$ cat src/rtl/branch_predictor_btb.sv
// Direct-mapped BTB with 2-bit saturating direction counters.
// Registered one-cycle lookup; trained by resolved conditional branches from execute.
module branch_predictor_btb #(
  parameter int ADDR_W = 40,
  parameter int IDX_W  = 4,
  parameter int TAG_W  = 8
) (
  input  logic              CLK,
  input  logic              RST,
  input  logic              Stall,
  input  logic              Lookup_valid,
  input  logic [ADDR_W-1:0] Lookup_PC,
  output logic              Pred_valid,
  output logic              Pred_taken,
  output logic [ADDR_W-1:0] Pred_target,
  input  logic              Upd_valid,
  input  logic [ADDR_W-1:0] Upd_PC,
  input  logic              Upd_taken,
  input  logic [ADDR_W-1:0] Upd_target
);
  localparam int NENT = 1 << IDX_W;
  localparam int TLO  = IDX_W + 2;

  typedef struct packed {
    logic              vld;
    logic [TAG_W-1:0]  tag;
    logic [ADDR_W-1:0] tgt;
    logic [1:0]        ctr;
  } entry_t;

  entry_t tbl_q [NENT];

  logic              pv_q, pt_q;
  logic [ADDR_W-1:0] ptg_q;

  // Lookup path reads the table as it stood before this edge's update.
  logic [IDX_W-1:0]  l_idx;
  logic [TAG_W-1:0]  l_tag;
  entry_t            l_ent;
  logic              l_taken;
  logic [ADDR_W-1:0] l_tgt;

  assign l_idx   = Lookup_PC[IDX_W+1:2];
  assign l_tag   = Lookup_PC[TLO+TAG_W-1:TLO];
  assign l_ent   = tbl_q[l_idx];
  assign l_taken = l_ent.vld && (l_ent.tag == l_tag) && l_ent.ctr[1];
  assign l_tgt   = l_taken ? l_ent.tgt : Lookup_PC + ADDR_W'(4);

  // Update path
  logic [IDX_W-1:0] u_idx;
  logic [TAG_W-1:0] u_tag;
  entry_t           u_ent;
  logic             u_hit;
  logic             u_we;
  entry_t           u_ent_d;
  logic             unused_ok;

  assign u_idx     = Upd_PC[IDX_W+1:2];
  assign u_tag     = Upd_PC[TLO+TAG_W-1:TLO];
  assign u_ent     = tbl_q[u_idx];
  assign u_hit     = u_ent.vld && (u_ent.tag == u_tag);
  assign unused_ok = ^Upd_PC;

  always_comb begin
    u_ent_d = u_ent;
    u_we    = 1'b0;
    if (Upd_valid) begin
      if (u_hit) begin
        u_we = 1'b1;
        if (Upd_taken) begin
          u_ent_d.tgt = Upd_target;
          if (u_ent.ctr != 2'b11) u_ent_d.ctr = u_ent.ctr + 2'd1;
        end else if (u_ent.ctr != 2'b00) begin
          u_ent_d.ctr = u_ent.ctr - 2'd1;
        end
      end else if (Upd_taken) begin
        // Allocation evicts whatever lived at this index.
        u_we    = 1'b1;
        u_ent_d = '{vld: 1'b1, tag: u_tag, tgt: Upd_target, ctr: 2'b10};
      end
    end
  end

  always_ff @(posedge CLK or posedge RST) begin
    if (RST) begin
      for (int i = 0; i < NENT; i++)
        tbl_q[i] <= '{vld: 1'b0, tag: '0, tgt: '0, ctr: 2'b01};
    end else if (u_we) begin
      tbl_q[u_idx] <= u_ent_d;
    end
  end

  always_ff @(posedge CLK or posedge RST) begin
    if (RST) begin
      pv_q  <= 1'b0;
      pt_q  <= 1'b0;
      ptg_q <= '0;
    end else if (!Stall) begin
      pv_q  <= Lookup_valid;
      pt_q  <= l_taken;
      ptg_q <= l_tgt;
    end
  end

  assign Pred_valid  = pv_q;
  assign Pred_taken  = pt_q;
  assign Pred_target = ptg_q;

endmodule
$ cat config.mk
export PLATFORM = sky130hd
export DESIGN_NAME = branch_predictor_btb
export DESIGN_NICKNAME = d
export VERILOG_FILES = /design/src/rtl/branch_predictor_btb.sv
export SDC_FILE = /design/constraint.sdc
export NUM_CORES = 2
export LEC_CHECK = 0
export BUFFER_PORTS_ARGS = -buffer_cell sky130_fd_sc_hd__buf_2
export CAP_MARGIN = 20
export CORE_UTILIZATION = 59
export DETAILED_ROUTE_END_ITERATION = 16
export PLACE_DENSITY_LB_ADDON = 0.15
export SLEW_MARGIN = 20
export SYNTH_ARGS = -nofsm -noshare
export SYNTH_HDL_FRONTEND = slang
export SYNTH_SLANG_ARGS = --single-unit
export TNS_END_PERCENT = 50
$ cat constraint.sdc
create_clock -name CLK -period 76 [get_ports CLK]
set_clock_uncertainty 0.2 [all_clocks]
set_input_delay 15.2 -clock CLK [delete_from_list [all_inputs] [get_ports CLK]]
set_output_delay 15.2 -clock CLK [all_outputs]
set_load 0.01 [all_outputs]
==> results.sh <==
export IMPL_status="complete, no violations"
export IMPL_dieArea_um2=79170
export IMPL_viasPerCell=6.856
export IMPL_io_pins=168
export IMPL_post_cts_buffers=0
export IMPL_clock_path_buffers=3
export IMPL_worstSetupStartpointType="primary input"
export IMPL_drtAntennaViolNets=0
export IMPL_relSlewSlack=0.2268
export IMPL_num_vias=27570
export IMPL_timing_final_crit_share=0.2738
export IMPL_end_kind="flop"
export IMPL_syn_to_final_growth_pct=9.401
export IMPL_routed_wirelength_um=124000
export IMPL_wl_met2_um=62270
export IMPL_grt_use_total=0.3237
export IMPL_htreeDepth=3
export IMPL_ys_types=56
export IMPL_syn_nets=3036
export IMPL_first_iter_violations=2425
export IMPL_p_leak_uw=0.02288
export IMPL_synth_edf_count=0
export IMPL_fin_crit_ns=20.81
export IMPL_vdd_ir_drop_max_mv=0.01672
export IMPL_timing_fmax_mhz=48.05
export IMPL_grt_max_degree=174
export IMPL_drive_gt1_frac=0.5477
export IMPL_worstSkewPairLatency_ns=0.63
export IMPL_tritoncts="done"
export IMPL_die_w_um=281.4
export IMPL_finalSetupViolations=0
export IMPL_dp_hpwl_um=68810
export IMPL_port_buffers=139
export IMPL_yosys_top_cells_area="dfrtp_1, mux4_2, mux2_2, mux2i_1, mux2_1"
export IMPL_rsz0062_at_grt="no"
export IMPL_critPathArrivalTime_ns=21.12
export IMPL_worst_pin_slew_ns=1.160
export IMPL_synth_top_family_by_area="multiplexers"
export IMPL_critPathKind="in -> reg"
export IMPL_total_power_uw=1229
export IMPL_ys_warnings_count=0
export IMPL_met3_length_um=7554
export IMPL_synthFlopType="dfrtp_1"
export IMPL_r2r_setup_slack_ns=70.74
export IMPL_yosys_mux_area_fraction=0.4608
export IMPL_cts_resized=0
export IMPL_syn_area_per_cell_um2=15.83
export IMPL_dr_pass1_iters=5
export IMPL_synth_cells=2909
export IMPL_clkSinkCount=858
export IMPL_drv_slew=0
export IMPL_clk_pin_slew_ns=0.06
export IMPL_cts_hold_buf=0
export IMPL_hold_viol_final=0
export IMPL_synth_top_cell_area_share=0.4576
export IMPL_maxCapViolCount=0
export IMPL_fillers=5500
export IMPL_rows=102
export IMPL_yosysMostFrequentCell="dfrtp_1"
export IMPL_finalSetupTns_ns=0
export IMPL_gp_congestion=0.8061
export IMPL_critPathRequiredTime_ns=76.31
export IMPL_initial_utilization=0.5954
export IMPL_powerDensity_nw_per_um2=24.39
export IMPL_syn_cell_area_um2=46050
export IMPL_cts_made_buffers=94
export IMPL_min_path_type="reg -> reg"
export IMPL_yosysTopAreaCell="dfrtp_1"
export IMPL_synth_compound_area_share=0.01065
export IMPL_synth_seq_cells=858
export IMPL_drt_wirelength_per_cell_um=30.83
export IMPL_yosys_area_share_adder=0.0004891
export IMPL_synthArstFlopShare=1.000
export IMPL_met1_length_um=50380
export IMPL_drc=0
export IMPL_coreArea_um2=77340
export IMPL_grt_pass1_wl_um=189400
export IMPL_top_layer="met4"
export IMPL_grt_overflow_total=0
export IMPL_cts_root_buf="clkbuf_16"
export IMPL_grt_pass1_vias=29670
export IMPL_synth_seq_area_share=0.4667
export IMPL_nets=3032
export IMPL_yosys_area_share_simple=0.02122
export IMPL_crit_fanout=36
export IMPL_yosys_top_cells_count="dfrtp_1, mux2_2, mux4_2"
export IMPL_die_y_um=281.4
export IMPL_synth_xor_area_frac=0.009700
export IMPL_antenna_found_initial=4
[critical path, stage by stage]
cell and delay, ns:
buf_4 0.57, buf_4 0.71, nor2b_1 0.62, a22oi_1 0.20, nand2_1 0.13, xnor2_1 0.07
a2111o_1 0.51, o31ai_4 0.99, and3_4 0.69, buf_4 0.88, mux2_2 0.43
[metal layers]
layer  vias to the layer above  global-route usage
met4                         0              0.1045
li1                      11230                   -
met5                         -                   0
met2                       999              0.5350
met1                     15100              0.4428
met3                       254             0.05245
[kinds of logic after synthesis]
family / Yosys count
flip-flops: 858
buffers and inverters: 316
adder cells (fa/ha/maj): 2
multiplexers: 1430
AND/OR/NAND/NOR: 182
XOR/XNOR: 51
AO/OA/AOI/OAI: 70
[placed cells by master, fill, tap and decap left out, types with 12 or more instances in the layout]
master,Yosys,layout
clkbuf_8,0,18
xnor2_1,38,38
xor2_1,13,13
dfrtp_1,842,842
mux2i_1,98,97
mux2_1,77,77
mux2_2,790,790
dfstp_2,16,16
clkbuf_1,117,26
nand3_1,29,29
clkinv_2,0,23
inv_1,35,34
nand2_1,53,52
mux4_2,465,465
nand2b_1,12,12
nor2_1,19,19
clkbuf_16,0,99
buf_4,15,39
buf_2,111,131
o21ai_0,29,29
[path summary, 6_finish.rpt]
path | from | end | cells after the start
setup / recovery | Upd_PC[5] | tbl_q[649] | 11
hold / removal | tbl_q[663] | tbl_q[663] | 2
setup reg to reg | tbl_q[299] | tbl_q[649] | 9
hold reg to reg | tbl_q[663] | tbl_q[663] | 2
max in group asynchronous | RST | tbl_q[600] | 5
min in group asynchronous | RST | tbl_q[725] | 2
[where the power goes]
group | switching (uW) | internal (uW)
clock | 187 | 262
combinational | 94.0 | 120
sequential | 45.0 | 520
[cell type report]
| cell class | instances | area [um2] | area share |
|---|---|---|---|
| tap | 1040 | 1301 | 0.02583 |
| timing repair buffer | 180 | 1111 | 0.02206 |
| sequential | 858 | 21490 | 0.4266 |
| clock inverter | 28 | 215.2 | 0.004272 |
| antenna | 2 | 5.005 | 0.00009935 |
| multi-input combinational | 1735 | 23290 | 0.4623 |
| clock buffer | 143 | 2823 | 0.05603 |
| inverter | 36 | 142.6 | 0.002831 |
[registers in the layout, summed over array words and instances, names as in the netlist]
register     cells
Pred_taken       1
Pred_target     40
Pred_valid       1
tbl_q          816
[per-stage QoR]
step / hold WS, ns / setup slack, ns / util / cell area, um2 / instances
2_1_floorplan: 0.2422 / 36.52 / - / 46050 / 2909
3_3_place_gp: 0.2526 / 54.65 / 0.6117 / 47310 / 3849
3_5_place_dp: 0.2566 / 54.61 / 0.6117 / 47310 / 3849
4_1_cts: 0.2692 / 55.26 / 0.6510 / 50350 / 4020
5_1_grt: 0.2867 / 55.08 / 0.6513 / 50370 / 4021
6_report: 0.2669 / 55.19 / 0.6514 / 50380 / 4022
No activity file was read; power rests on OpenSTA's default activity.
